`src/rtl/i2c_target_regs.sv`:
```
// I2C target exposing NUM_REGS 8-bit registers with an auto-incrementing pointer.
// SCL/SDA are synchronized and glitch-filtered; SDA is only ever pulled low or released.
module i2c_target_regs #(
    parameter logic [6:0] DEV_ADDR   = 7'h50,
    parameter int         NUM_REGS   = 16,
    parameter int         FILTER_LEN = 4
) (
    input  logic                        clk,
    input  logic                        rst,
    input  logic                        i2c_scl_i,
    output logic                        i2c_scl_o,
    output logic                        i2c_scl_t,
    input  logic                        i2c_sda_i,
    output logic                        i2c_sda_o,
    output logic                        i2c_sda_t,
    input  logic [$clog2(NUM_REGS)-1:0] reg_raddr,
    output logic [7:0]                  reg_rdata,
    output logic                        wr_strobe,
    output logic [$clog2(NUM_REGS)-1:0] wr_addr,
    output logic [7:0]                  wr_data,
    output logic                        busy
);
    localparam int AW = $clog2(NUM_REGS);
    localparam int CW = (FILTER_LEN > 1) ? $clog2(FILTER_LEN) : 1;
    localparam logic [CW-1:0] CNT_MAX = CW'(FILTER_LEN - 1);

    typedef enum logic [2:0] {
        S_IDLE, S_ADDR, S_ADDR_ACK, S_WR_BYTE, S_WR_ACK, S_RD_BYTE, S_RD_ACK
    } state_t;

    // Bit 0 carries SCL, bit 1 carries SDA through sync, filter and edge detect.
    logic [1:0]    r_sync_p0, r_sync_p1, r_filt, r_filt_d;
    logic [CW-1:0] r_cnt [2];

    state_t        r_state, w_state_nxt;
    logic [3:0]    r_bitcnt;
    logic [7:0]    r_shift;
    logic [AW-1:0] r_ptr;
    logic          r_first, r_busy, r_sda_t;
    logic          r_wr_strobe;
    logic [AW-1:0] r_wr_addr;
    logic [7:0]    r_wr_data;
    logic [7:0]    r_regs [NUM_REGS];

    logic          w_scl_rise, w_scl_fall, w_start, w_stop, w_addr_match;
    logic [7:0]    w_rd_byte;

    always_ff @(posedge clk) begin
        if (rst) begin
            r_sync_p0 <= 2'b11;
            r_sync_p1 <= 2'b11;
            r_filt    <= 2'b11;
            r_filt_d  <= 2'b11;
            r_cnt[0]  <= '0;
            r_cnt[1]  <= '0;
        end else begin
            r_sync_p0 <= {i2c_sda_i, i2c_scl_i};
            r_sync_p1 <= r_sync_p0;
            r_filt_d  <= r_filt;
            for (int i = 0; i < 2; i++) begin
                if (r_sync_p1[i] == r_filt[i]) begin
                    r_cnt[i] <= '0;
                end else if (r_cnt[i] == CNT_MAX) begin
                    r_filt[i] <= r_sync_p1[i];
                    r_cnt[i]  <= '0;
                end else begin
                    r_cnt[i] <= r_cnt[i] + CW'(1);
                end
            end
        end
    end

    assign w_scl_rise = r_filt[0] & ~r_filt_d[0];
    assign w_scl_fall = ~r_filt[0] & r_filt_d[0];
    assign w_start    = r_filt[0] & r_filt_d[0] & r_filt_d[1] & ~r_filt[1];
    assign w_stop     = r_filt[0] & r_filt_d[0] & ~r_filt_d[1] & r_filt[1];
    assign w_rd_byte  = r_regs[r_ptr];

    always_comb begin
        w_state_nxt  = r_state;
        w_addr_match = 1'b0;
        if (w_stop) begin
            w_state_nxt = S_IDLE;
        end else if (w_start) begin
            w_state_nxt = S_ADDR;
        end else begin
            case (r_state)
                S_ADDR: begin
                    if (w_scl_fall && r_bitcnt == 4'd8) begin
                        if (r_shift[7:1] == DEV_ADDR) begin
                            w_addr_match = 1'b1;
                            w_state_nxt  = S_ADDR_ACK;
                        end else begin
                            w_state_nxt = S_IDLE;
                        end
                    end
                end
                S_ADDR_ACK: if (w_scl_fall) w_state_nxt = r_shift[0] ? S_RD_BYTE : S_WR_BYTE;
                S_WR_BYTE:  if (w_scl_fall && r_bitcnt == 4'd8) w_state_nxt = S_WR_ACK;
                S_WR_ACK:   if (w_scl_fall) w_state_nxt = S_WR_BYTE;
                S_RD_BYTE:  if (w_scl_fall && r_bitcnt == 4'd7) w_state_nxt = S_RD_ACK;
                S_RD_ACK: begin
                    // Master NACK ends the read at once; an ACK continues on the falling edge.
                    if (w_scl_rise && r_filt[1]) w_state_nxt = S_IDLE;
                    else if (w_scl_fall) w_state_nxt = S_RD_BYTE;
                end
                default: w_state_nxt = r_state;
            endcase
        end
    end

    always_ff @(posedge clk) begin
        if (rst) begin
            r_state     <= S_IDLE;
            r_bitcnt    <= '0;
            r_shift     <= '0;
            r_ptr       <= '0;
            r_first     <= 1'b0;
            r_busy      <= 1'b0;
            r_sda_t     <= 1'b1;
            r_wr_strobe <= 1'b0;
            r_wr_addr   <= '0;
            r_wr_data   <= '0;
            for (int i = 0; i < NUM_REGS; i++) r_regs[i] <= 8'h00;
        end else begin
            r_state     <= w_state_nxt;
            r_wr_strobe <= 1'b0;
            // Array update lags the strobe by one cycle so readers see old data during it.
            if (r_wr_strobe) r_regs[r_wr_addr] <= r_wr_data;

            if (w_state_nxt == S_IDLE) r_busy <= 1'b0;
            else if (w_addr_match)     r_busy <= 1'b1;

            if (w_start || w_stop || w_state_nxt != r_state) begin
                r_bitcnt <= '0;
            end else if ((r_state == S_ADDR || r_state == S_WR_BYTE) && w_scl_rise && r_bitcnt != 4'd8) begin
                r_bitcnt <= r_bitcnt + 4'd1;
                r_shift  <= {r_shift[6:0], r_filt[1]};
            end else if (r_state == S_RD_BYTE && w_scl_fall) begin
                r_bitcnt <= r_bitcnt + 4'd1;
                r_shift  <= {r_shift[6:0], 1'b0};
            end

            if (r_state == S_ADDR_ACK && w_state_nxt == S_WR_BYTE) r_first <= 1'b1;
            if (r_state == S_WR_BYTE && w_state_nxt == S_WR_ACK) begin
                if (r_first) begin
                    r_ptr   <= r_shift[AW-1:0];
                    r_first <= 1'b0;
                end else begin
                    r_wr_strobe <= 1'b1;
                    r_wr_addr   <= r_ptr;
                    r_wr_data   <= r_shift;
                    r_ptr       <= r_ptr + AW'(1);
                end
            end
            if (r_state == S_RD_BYTE && w_state_nxt == S_RD_ACK) r_ptr <= r_ptr + AW'(1);
            if (r_state != S_RD_BYTE && w_state_nxt == S_RD_BYTE) r_shift <= w_rd_byte;

            case (w_state_nxt)
                S_ADDR_ACK, S_WR_ACK: r_sda_t <= 1'b0;
                S_RD_BYTE: begin
                    if (r_state != S_RD_BYTE) r_sda_t <= w_rd_byte[7];
                    else if (w_scl_fall)      r_sda_t <= r_shift[6];
                end
                default: r_sda_t <= 1'b1;
            endcase
        end
    end

    assign i2c_scl_o = 1'b0;
    assign i2c_scl_t = 1'b1;
    assign i2c_sda_o = 1'b0;
    assign i2c_sda_t = r_sda_t;
    assign reg_rdata = r_regs[reg_raddr];
    assign wr_strobe = r_wr_strobe;
    assign wr_addr   = r_wr_addr;
    assign wr_data   = r_wr_data;
    assign busy      = r_busy;

endmodule

```
`config.mk`:
```
export PLATFORM = sky130hd
export DESIGN_NAME = i2c_target_regs
export DESIGN_NICKNAME = d
export VERILOG_FILES = /design/src/rtl/i2c_target_regs.sv
export SDC_FILE = /design/constraint.sdc
export NUM_CORES = 1
export LEC_CHECK = 0
export ABC_AREA = 1
export CAP_MARGIN = 20
export CORE_UTILIZATION = 35
export DETAILED_ROUTE_END_ITERATION = 7
export GPL_ROUTABILITY_DRIVEN = 0
export GPL_TIMING_DRIVEN = 1
export PLACE_DENSITY = 0.53
export SLEW_MARGIN = 15
export SYNTH_ARGS = -nofsm -noshare
export SYNTH_HDL_FRONTEND = slang
export SYNTH_SLANG_ARGS = --single-unit
export TNS_END_PERCENT = 30
```
`constraint.sdc`:
```
create_clock -name clk -period 2.55 [get_ports clk]
set_input_delay 0.765 -clock clk [delete_from_list [all_inputs] [get_ports clk]]
set_output_delay 0.765 -clock clk [all_outputs]
set_load 0.03 [all_outputs]
```
After elaboration in Yosys (flattened, before gate mapping)
Memory sizes are Yosys's and may differ from the RTL's. A register that Yosys moved wholly into a read port is not among the register bits.
Cells that the tools add are included.
{"block": "totals", "register_bits": 43, "latch_bits": 0, "ramBits": 132, "mem_bits_ro": 0, "in_bits": 8, "out_inout_bits": 26, "wordCells": 162, "memories": 2}
{"block": "classes", "add_sub_neg": 4, "mul": 0, "n_div": 0, "n_lt_le_gt_ge": 0, "n_eq_ne": 23, "shift": 0, "mux": 71, "bitwise": 21, "n_reduce_logical": 26}
{"name": "r_regs", "depth": 16, "width": 8, "rd": 2, "rd_ports_with_merged_regs": 1, "wr": 16, "line_no": "43", "text": "logic [7:0] r_regs [NUM_REGS];"}
{"name": "r_cnt", "depth": 2, "width": 2, "rd": 2, "rd_ports_with_merged_regs": 0, "wr": 2, "line_no": "33", "text": "logic [CW-1:0] r_cnt [2];"}
{"op": "$mux W8", "n": 5}
{"op": "$mux W1", "n": 39}
{"op": "$mux W4", "n": 8}
{"op": "$mux W3", "n": 10}
{"op": "$eq A3 B3 Y1 const B", "n": 6}
{"op": "$pmux W3 S6", "n": 1}
{"op": "$mux W2", "n": 7}
{"op": "$eq A3 B2 Y1 const B", "n": 4}
{"op": "$logic_and A1 B1 Y1", "n": 10}
{"op": "$add A4 B1 Y4 const B", "n": 2}
{"op": "$not A1 Y1", "n": 8}
{"op": "$reduce_and A2 Y1", "n": 4}
{"op": "$reduce_or A2 Y1", "n": 4}
{"op": "$reduce_or A8 Y1", "n": 1}
{"op": "$and A1 B1 Y1", "n": 7}
{"op": "$eq A7 B7 Y1 const B", "n": 1}
{"op": "$ne A3 B3 Y1 const B", "n": 2}
{"op": "$or A1 B1 Y1", "n": 6}
{"op": "$add A2 B1 Y2 const B", "n": 2}
{"op": "$eq A2 B2 Y1 const B", "n": 2}
{"op": "$eq A4 B3 Y1 const B", "n": 1}
{"op": "$eq A4 B4 Y1 const B", "n": 1}
{"op": "$ne A4 B4 Y1 const B", "n": 1}
{"op": "$reduce_bool A2 Y1", "n": 2}
{"op": "8 further kinds", "n": 11}

Logic depth before layout (Yosys ltp)
Gate-level depths: netlist of run 1.
{"block": "logic_depth", "depth_word": 13, "mapped_depth": 18}

Worst setup path before layout of run 1
No wires, ideal clock.
{"block": "synth_path", "path_kind": "input to output", "startpoint": "input port reg_raddr[0]", "endpoint": "output port reg_rdata[2]", "t_arrival_ns": 1.830, "t_required_ns": 1.785, "path_slack_ns": -0.045, "cell_stages": 6, "path_buffers": 2, "cell_sequence": "clkbuf_1 clkbuf_1 nor2_1 o221ai_1 o211ai_1 nand2_1"}
{"block": "synth_between", "elab_chain_len": 1}
{"element": "from (decl)", "line_no": "16", "text": "input logic [$clog2(NUM_REGS)-1:0] reg_raddr,"}
{"element": "$mem_v2 Z16 W8"}
{"element": "to (decl)", "line_no": "17", "text": "output logic [7:0] reg_rdata,"}
No other way between the ends.

Worst setup path in the final report of run 1
{"block": "layout_path", "startpoint": "input port reg_raddr[0]", "endpoint": "output port reg_rdata[4]"}
Same word-level chain as after synthesis.

==> impl_metrics.py, run 1 <==
metrics = {
    "cells_and_area": {
        "area_growth_pct": 23.0,
        "nNetsFinal": 1155,
        "final_area_um2": 11300,
        "drive_above_1_share_pct": 16.7,
        "diodes": 0,
        "n_fill_cell": 2429,
        "finalCoreUtilization_pct": 44.3,
    },
    "synth": {
        "synth_edf_count": 132,
        "yosys_warnings": 0,
        "synthArstFlopShare_pct": 0,
        "synth-seq-cells": 179,
        "synthAdderAreaFrac_pct": 0.682,
        "syn_area_um2": 9180,
        "muxShareOfSynthArea_pct": 0.123,
        "yosys-top-cells-count": "nor2_1 (302), o21ai_0 (162), edfxtp_1 (132)",
        "synth_top_cell_by_area": "edfxtp_1",
        "syn_area_per_cell_um2": 8.56,
        "synth_compound_area_share_pct": 17.3,
        "netlist.area_leader.share_pct": 43.2,
        "ys.flop_type": "edfxtp_1",
        "yosysMostFrequentCell": "nor2_1",
        "synth_top_family_by_area": "simple AND/OR/NAND/NOR gates",
        "synth_top_cells_by_area": "edfxtp_1 (43%), nor2_1 (12%), dfxtp_1 (10%), o21ai_0 (8.8%), nand2_1 (4.3%)",
        "ys_seq_area_share_pct": 53.4,
        "synthXorXnorAreaFrac_pct": 0.286,
        "synth_cells": 1072,
        "synth.lib_cells_used.distinct": 44,
        "synth-simple-area-share_pct": 22.9,
    },
    "clock_tree": {
        "cts-root-buf": "clkbuf_16",
        "clock_sinks": 179,
        "clk-insertion-delay-late_ns": 0.43,
        "cts.path.max_buffers": 2,
        "cts_tree": "built",
        "clk_pin_slew_ns": 0.08,
        "post_cts_buffers": 0,
        "cts_max_level": 4,
        "numCtsBuffers": 17,
    },
    "drt": {
        "ant_nets": 0,
        "drc": 0,
        "drtPass1Iterations": 6,
        "initialDrtViolationCount": 904,
        "via_count": 8142,
        "via_per_inst": 5.48,
        "wl_um": 29500,
        "wl_per_cell_um": 19.8,
    },
    "sta": {
        "post-route-min-period_ns": 2.67,
        "slew_viol_final": 0,
        "clock-skew-final_ns": 0.0111,
        "holdWs_ns": 0.413,
        "fmax_mhz": 375,
        "rsz0062_at_grt": "true",
        "report.final.hold_viol_count": 0,
        "relSlewSlack_pct": 46.4,
        "tns_ns": -0.608,
        "worstMarginPinSlew_ns": 0.799,
        "timing.final.ws_setup_ns": -0.118,
        "fin_crit_sh_pct": 105,
        "setup_viol": 8,
    },
    "critical_path": {
        "r2r_slack_ns": 0.37,
        "cp_data_required_time_ns": 1.79,
        "setup.worst_path.class": "input port to output port",
        "worst_ep_arrival_time_ns": 1.90,
        "start_kind": "input port",
        "worstPathMaxFanout": 17,
        "endpoint_kind": "output port",
    },
    "place": {
        "portBuffers": 30,
        "place_area_um2": 10400,
        "dp_hpwl_um": 20300,
    },
    "die": {
        "ios": 34,
        "rows": 58,
        "die_x_um": 164,
        "coreArea_um2": 25500,
        "die_area_um2": 26900,
        "fp.dieH_um": 164,
        "initial_core_util_pct": 36.0,
    },
    "run_status": {
        "violations": "negative setup slack",
        "status": "complete, but fails checks",
    },
    "power_and_ir_drop": {
        "switching_power_uw": 1750,
        "seq_power_share_pct": 50.7,
        "clkPwrFrac_pct": 40.0,
        "power_frac_comb_pct": 9.3,
        "ir_drop_mv": 0.425,
        "netSwitchingFraction_pct": 26.7,
        "powerDensity_nw_per_um2": 581,
        "p_leak_uw": 0.00399,
        "intPower_uw": 4810,
    },
    "global_route": {
        "antenna_found_initial": 0,
        "grt_pass1_wl_um": 44500,
        "grt-ovfl-total": 0,
        "grt_max_degree": 65,
        "first_global_vias": 7603,
        "grtUsageTotal_pct": 22.4,
    },
    "hold_path": {
        "hp-class": "register to register",
    },
    "run": {
        "maxCapViolCount": 0,
    },
}
==> logic make-up (layout without fill, tap and decap cells) <==
logic type	Yosys count	after routing
AO/OA/AOI/OAI	272	272
XOR/XNOR	3	3
adder cells (fa/ha/maj)	5	5
buffers and inverters	118	196
flip-flops	179	179
multiplexers	1	1
other	2	7
AND/OR/NAND/NOR	492	492
==> cell usage in the layout, fill, tap and decap left out, types with 16 or more instances in the layout <==
master,count
nand2_1,101
a21oi_1,22
dfxtp_1,46
o21ai_0,141
buf_12,16
clkdlybuf4s50_1,18
edfxtp_1,132
o22ai_1,33
buf_4,56
o221ai_1,34
nand3_1,40
inv_1,29
clkbuf_16,20
nor2_1,301
==> state kept, by name (all words and copies together) (netlist names), 2 cells and up, named ones only <==
| name | cells |
|---|---|
| r_cnt | 4 |
| r_regs | 128 |
| r_sync_p0 | 2 |
| r_sync_p1 | 2 |
| r_shift | 8 |
| r_filt_d | 2 |
| r_bitcnt | 4 |
| wr_addr | 4 |
| r_filt | 2 |
| r_state | 3 |
| r_ptr | 4 |
| wr_data | 8 |
==> power groups by stage <==
| stage | Sequential, µW | Combinational (µW) | Clock, µW |
|---|---|---|---|
| 4_1_cts | 3320 | 578 | 2670 |
| 3_3_place_gp | 3390 | 526 | 0 |
| 3_5_place_dp | 3390 | 531 | 0 |
| 5_1_grt | 3330 | 661 | 2800 |
| 2_1_floorplan | 3340 | 320 | 0 |
| 6_report | 3330 | 611 | 2620 |
==> layer usage <==
metal | track usage, % | up-vias | routed length (µm)
met1 | 29.3 | 3897 | 12800
met4 | 8.29 | 0 | 907
met3 | 3.18 | 57 | 1580
li1 | - | 3871 | -
met2 | 37.6 | 317 | 14200
met5 | 0 | - | 0
==> worst max-delay path, stage by stage <==
cell	delay [ns]
buf_12	0.12
clkinv_8	0.08
buf_16	0.16
o21ai_4	0.12
o22ai_2	0.08
o211ai_1	0.26
nand2_1	0.14
buf_6	0.16
==> layout make-up <==
type	instances	area [µm²]	share of cell area, %
multi-input combinational	780	3880	34.4
inverter	50	210	1.86
tap	330	413	3.66
clock inverter	14	158	1.40
clock buffer	18	429	3.80
timing repair buffer	114	1290	11.5
sequential	179	4910	43.5
==> path summary, 6_finish.rpt <==
kind / start / end / cells after the start
max: reg_raddr[0] / reg_rdata[4] / 8
min: r_sync_p0[0] / r_sync_p1[0] / 1
max reg2reg: r_bitcnt[0] / r_shift[1] / 13
min reg2reg: r_sync_p0[0] / r_sync_p1[0] / 1
==> timing repair <==
| action | CTS | global route |
|---|---|---|
| pin swaps | 14 | 10 |
| gates cloned | 4 | 3 |
| resized for setup | 53 | 29 |
| endpoints found under the hold margin | 0 | 0 |
| hold buffers | 0 | 0 |
| endpoints found under the setup margin | 8 | 8 |
==> metrics by stage <==
stage               total power (µW)  cells  worst slack [ns]
detailed placement              3920   1446            -0.653
finish                          6560   1485            -0.118
global route                    6790   1485            -0.141
floorplan                       3660   1077           -0.0393
global placement                3910   1446            -0.623
CTS                             6570   1482           -0.0935
Note: power is estimated with default switching activity, not from simulation.
==> run 2, diff against run 1 <==
Settings changed: GPL_ROUTABILITY_DRIVEN 0 to unset, REMOVE_ABC_BUFFERS set to 1.
==> run 2 against run 1 <==
  * The run still ends with negative setup slack left
  * Sequential cell count unchanged
  * Cell area up 3.0%
  * Clock power is 6% higher
  * Global-route usage increased by 1.3 points
  * Setup slack better by 0.019 ns
  * Wire length up 4.3%
  * Non-clock buffer count up 9
  * Register-to-register slack worse by 0.02 ns
  * Clock skew is 0.00056 ns lower
  * Sequential power is essentially flat
  * Critical path type unchanged
  * Largest cell class unchanged
==> impl_metrics.py, run 2 (synthesis gave the netlist of run 1 again) <==
metrics = {
    "clock_tree": {
        "clk-insertion-delay-late_ns": 0.43,
        "cts_hold_buf": 0,
        "clock_sinks": 179,
        "clk_pin_slew_ns": 0.07,
        "cts.path.max_buffers": 2,
        "numCtsBuffers": 17,
        "cts-root-buf": "clkbuf_16",
        "cts_max_level": 4,
        "cts_tree": "built",
    },
    "run_status": {
        "status": "complete, but fails checks",
        "violations": "negative setup slack",
    },
    "sta": {
        "worstMarginPinSlew_ns": 0.860,
        "post-route-min-period_ns": 2.65,
        "fin_crit_sh_pct": 104,
        "tns_ns": -0.534,
        "relSlewSlack_pct": 42.3,
        "clock-skew-final_ns": 0.0105,
        "report.final.hold_viol_count": 0,
        "holdWs_ns": 0.414,
        "rsz0062_at_grt": "true",
        "slew_viol_final": 0,
        "timing.final.ws_setup_ns": -0.0994,
        "setup_viol": 8,
        "fmax_mhz": 377,
    },
    "cells_and_area": {
        "diodes": 0,
        "area_growth_pct": 26.7,
        "layout_common_cells": "nor2_1 (294), edfxtp_1 (132), o21ai_0 (121)",
        "largest_register_ffs": 128,
        "nNetsFinal": 1164,
        "drive_above_1_share_pct": 18.6,
        "final_common_cell": "nor2_1",
        "largest_register": "r_regs",
    },
    "die": {
        "die_area_um2": 26900,
        "ios": 34,
        "fp.dieH_um": 164,
        "die_x_um": 164,
        "rows": 58,
        "initial_core_util_pct": 36.0,
        "coreArea_um2": 25500,
    },
    "power_and_ir_drop": {
        "p_leak_uw": 0.00413,
        "ir_drop_mv": 0.334,
        "powerDensity_nw_per_um2": 586,
    },
    "drt": {
        "via_per_inst": 5.50,
        "initialDrtViolationCount": 841,
        "wl_um": 30800,
        "wl_per_cell_um": 20.6,
        "drc": 0,
        "via_count": 8216,
        "drtPass1Iterations": 6,
        "ant_nets": 0,
    },
    "place": {
        "dp_hpwl_um": 21700,
        "pre_cts_slack_ns": -0.483,
        "portBuffers": 30,
        "gp_congestion": 0.961,
    },
    "critical_path": {
        "worstPathMaxFanout": 8,
        "cp_data_required_time_ns": 1.79,
        "worst_ep_arrival_time_ns": 1.88,
        "setup.worst_path.class": "input port to output port",
        "r2r_slack_ns": 0.35,
        "endpoint_kind": "output port",
        "start_kind": "input port",
    },
    "global_route": {
        "grtUsageTotal_pct": 23.7,
        "grt-ovfl-total": 0,
        "grt_max_degree": 45,
        "antenna_found_initial": 1,
        "first_global_vias": 7811,
        "grt_pass1_wl_um": 46600,
    },
    "run": {
        "maxCapViolCount": 0,
    },
    "hold_path": {
        "hp-class": "register to register",
    },
}
==> run 2: critical path, stage by stage <==
cell and delay [ns]:
buf_12 0.11, clkinv_8 0.06, buf_12 0.16, buf_8 0.12
nor2_1 0.04, o221ai_1 0.21, nand3_1 0.14, nand2_2 0.13
buf_6 0.14
==> run 2: final timing paths <==
| check | endpoint | startpoint | depth (start not counted) |
|---|---|---|---|
| worst max-delay path | reg_rdata[0] | reg_raddr[0] | 9 |
| worst min-delay path | r_sync_p1[0] | r_sync_p0[0] | 1 |
| worst max register to register | r_shift[0] | register | 8 |
| worst min register to register | r_sync_p1[0] | r_sync_p0[0] | 1 |
==> run 2: area by class of cell <==
class | count | area (µm²)
tap | 330 | 413
clock buffer | 21 | 484
timing repair buffer | 123 | 1510
inverter | 50 | 210
clock inverter | 11 | 135
fill | 2500 | 13800
multi-input combinational | 780 | 3980
sequential | 179 | 4910
==> run 2: per-stage QoR <==
step                cell area (µm²)  power (µW)  util [%]  std cells
floorplan                      8910        3620         -       1009
detailed placement            10500        3960      41.2       1453
CTS                           11500        6820      45.0       1492
global placement              10500        3950      41.2       1453
global route                  11600        7030      45.7       1494
finish                        11600        6810      45.7       1494
==> run 2: per-layer routing <==
layer	wire, µm	track usage (%)	share of wire (%)	vias up
met5	0	0	0	-
met4	745	7.62	2.4	0
met3	2440	4.87	7.9	40
met2	14100	37.6	46	347
met1	13500	32.2	44	3951
li1	-	-	-	3878
==> run 2: power breakdown <==
| part | internal, µW | leakage, µW | switching, µW |
|---|---|---|---|
| sequential | 3230 | 0.00164 | 116 |
| clock | 1590 | 0.000309 | 1200 |
| combinational | 298 | 0.00218 | 373 |
==> run 2: timing repair <==
action | 4_1_cts | 5_1_grt
resized for setup | 75 | 45
endpoints found under the setup margin | 8 | 8
pin swaps | 34 | 18
setup buffers | 1 | 0
cloned | 6 | 2
==> run 3, diff against run 2 <==
Settings changed: PLACE_DENSITY 0.53 to 0.58, REMOVE_ABC_BUFFERS 1 to unset.
==> run 3 against run 2 <==
  * Cell count decreased by 1.2%
  * Register-to-register slack lost 0.04 ns
  * The flow still finishes with violations (negative setup slack)
  * Sequential share of layout area increased by 1.9 points
  * Core utilization is 1.9 points lower
  * Critical path type unchanged
  * Global-route usage shrank 1.5 points
  * Largest cell class unchanged
==> impl_metrics.py, run 3 (synthesis gave the netlist of run 1 again) <==
metrics = {
    "run_status": {
        "status": "complete, but fails checks",
        "violations": "negative setup slack",
    },
    "die": {
        "die_x_um": 164,
        "initial_core_util_pct": 36.0,
        "ios": 34,
        "rows": 58,
        "coreArea_um2": 25500,
        "fp.dieH_um": 164,
        "die_area_um2": 26900,
    },
    "global_route": {
        "grt-ovfl-total": 0,
        "grt_pass1_wl_um": 44100,
        "antenna_found_initial": 0,
        "grtUsageTotal_pct": 22.2,
        "first_global_vias": 7845,
        "grt_max_degree": 65,
    },
    "cells_and_area": {
        "nNetsFinal": 1146,
        "layout_common_cells": "nor2_1 (296), o21ai_0 (145), edfxtp_1 (132)",
        "area_growth_pct": 21.4,
        "final_area_um2": 11100,
        "drive_above_1_share_pct": 16.4,
        "largest_register_ffs": 128,
        "diodes": 0,
        "largest_register": "r_regs",
        "final_common_cell": "nor2_1",
        "n_fill_cell": 2504,
    },
    "clock_tree": {
        "cts_tree": "built",
        "cts.path.max_buffers": 2,
        "clk_pin_slew_ns": 0.08,
        "numCtsBuffers": 17,
        "cts_hold_buf": 0,
        "clk-insertion-delay-late_ns": 0.44,
        "clock_sinks": 179,
        "post_cts_buffers": 0,
        "cts-root-buf": "clkbuf_16",
        "cts_max_level": 4,
    },
    "sta": {
        "fin_crit_sh_pct": 106,
        "timing.final.ws_setup_ns": -0.153,
        "relSlewSlack_pct": 44.8,
        "post-route-min-period_ns": 2.70,
        "setup_viol": 8,
        "report.final.hold_viol_count": 0,
        "worstMarginPinSlew_ns": 0.828,
        "fmax_mhz": 370,
        "rsz0062_at_grt": "true",
        "slew_viol_final": 0,
        "clock-skew-final_ns": 0.0108,
        "tns_ns": -0.770,
    },
    "critical_path": {
        "endpoint_kind": "output port",
        "path_cells": "buf_12 -> buf_12 -> buf_6 -> o21ai_2 -> o22ai_2 -> o211ai_1 -> nand2_1 -> buf_6",
        "worstPathMaxFanout": 7,
        "cp_data_required_time_ns": 1.79,
        "setup.worst_path.class": "input port to output port",
        "r2r_slack_ns": 0.31,
        "worst_ep_arrival_time_ns": 1.94,
        "cp_slowest_cell": "o211ai_1",
        "slowest_delay_ns": 0.29,
        "start_kind": "input port",
    },
    "drt": {
        "via_per_inst": 5.52,
        "drc": 0,
        "wl_um": 28700,
        "wl_per_cell_um": 19.5,
        "initialDrtViolationCount": 812,
        "ant_nets": 0,
        "drtPass1Iterations": 5,
        "via_count": 8144,
    },
    "place": {
        "place_area_um2": 10200,
        "portBuffers": 30,
        "pre_cts_slack_ns": -0.592,
        "dp_hpwl_um": 20100,
        "gp_congestion": 0.885,
    },
    "power_and_ir_drop": {
        "p_leak_uw": 0.00391,
        "ir_drop_mv": 0.506,
        "powerDensity_nw_per_um2": 598,
    },
    "run": {
        "maxCapViolCount": 0,
    },
    "hold_path": {
        "hp-class": "register to register",
    },
}
## run 3: power by group
part	leakage (µW)	internal (µW)	switching (µW)
registers	0.00164	3230	88.5
logic	0.00197	230	350
clock network	0.000300	1500	1270
total	0.00391	4960	1700
## run 3: metrics by stage
stage / cells / power, µW / hold WS, ns / utilization, %
final: 1476 / 6660 / 0.411 / 43.7
after global routing: 1476 / 6880 / 0.426 / 43.7
after CTS: 1475 / 6680 / 0.415 / 43.5
after detailed placement: 1440 / 3890 / 0.396 / 40.1
after global placement: 1440 / 3880 / 0.394 / 40.1
after floorplan: 1077 / 3660 / 0.389 / -
## run 3: layer usage
layer | up-vias | global-route usage [%] | routed length (µm)
met2 | 309 | 37.1 | 14000
met1 | 3939 | 28.6 | 12200
met4 | 0 | 8.92 | 838
met5 | - | 0 | 0
met3 | 50 | 3.61 | 1730
li1 | 3846 | - | -
## run 3: area by class of cell
| cell class | instances | area (µm²) | share of cell area, % |
|---|---|---|---|
| multi-input combinational | 780 | 3880 | 34.9 |
| clock inverter | 15 | 198 | 1.77 |
| inverter | 50 | 203 | 1.82 |
| timing repair buffer | 105 | 1110 | 9.95 |
| clock buffer | 17 | 425 | 3.82 |
| sequential | 179 | 4910 | 44.0 |
| tap | 330 | 413 | 3.71 |
## run 3: critical path, delay by kind of cell
kind	cells	cell delay, ns
buffers and inverters	4	0.54
AOI/OAI and AO/OA	3	0.52
and+or+nand+nor	1	0.12
## run 3: final timing paths
check / depth (start not counted) / start / endpoint
min reg2reg: 1 / r_sync_p0[1] / r_sync_p1[1]
min: 1 / r_sync_p0[1] / r_sync_p1[1]
max reg2reg: 10 / register / r_shift[6]
max: 8 / reg_raddr[0] / reg_rdata[5]
## run 3: timing repair
action | in CTS | in global routing
setup endpoints to repair | 8 | 8
resized for setup | 67 | 12
cloned | 3 | 1
pin swaps | 20 | 12
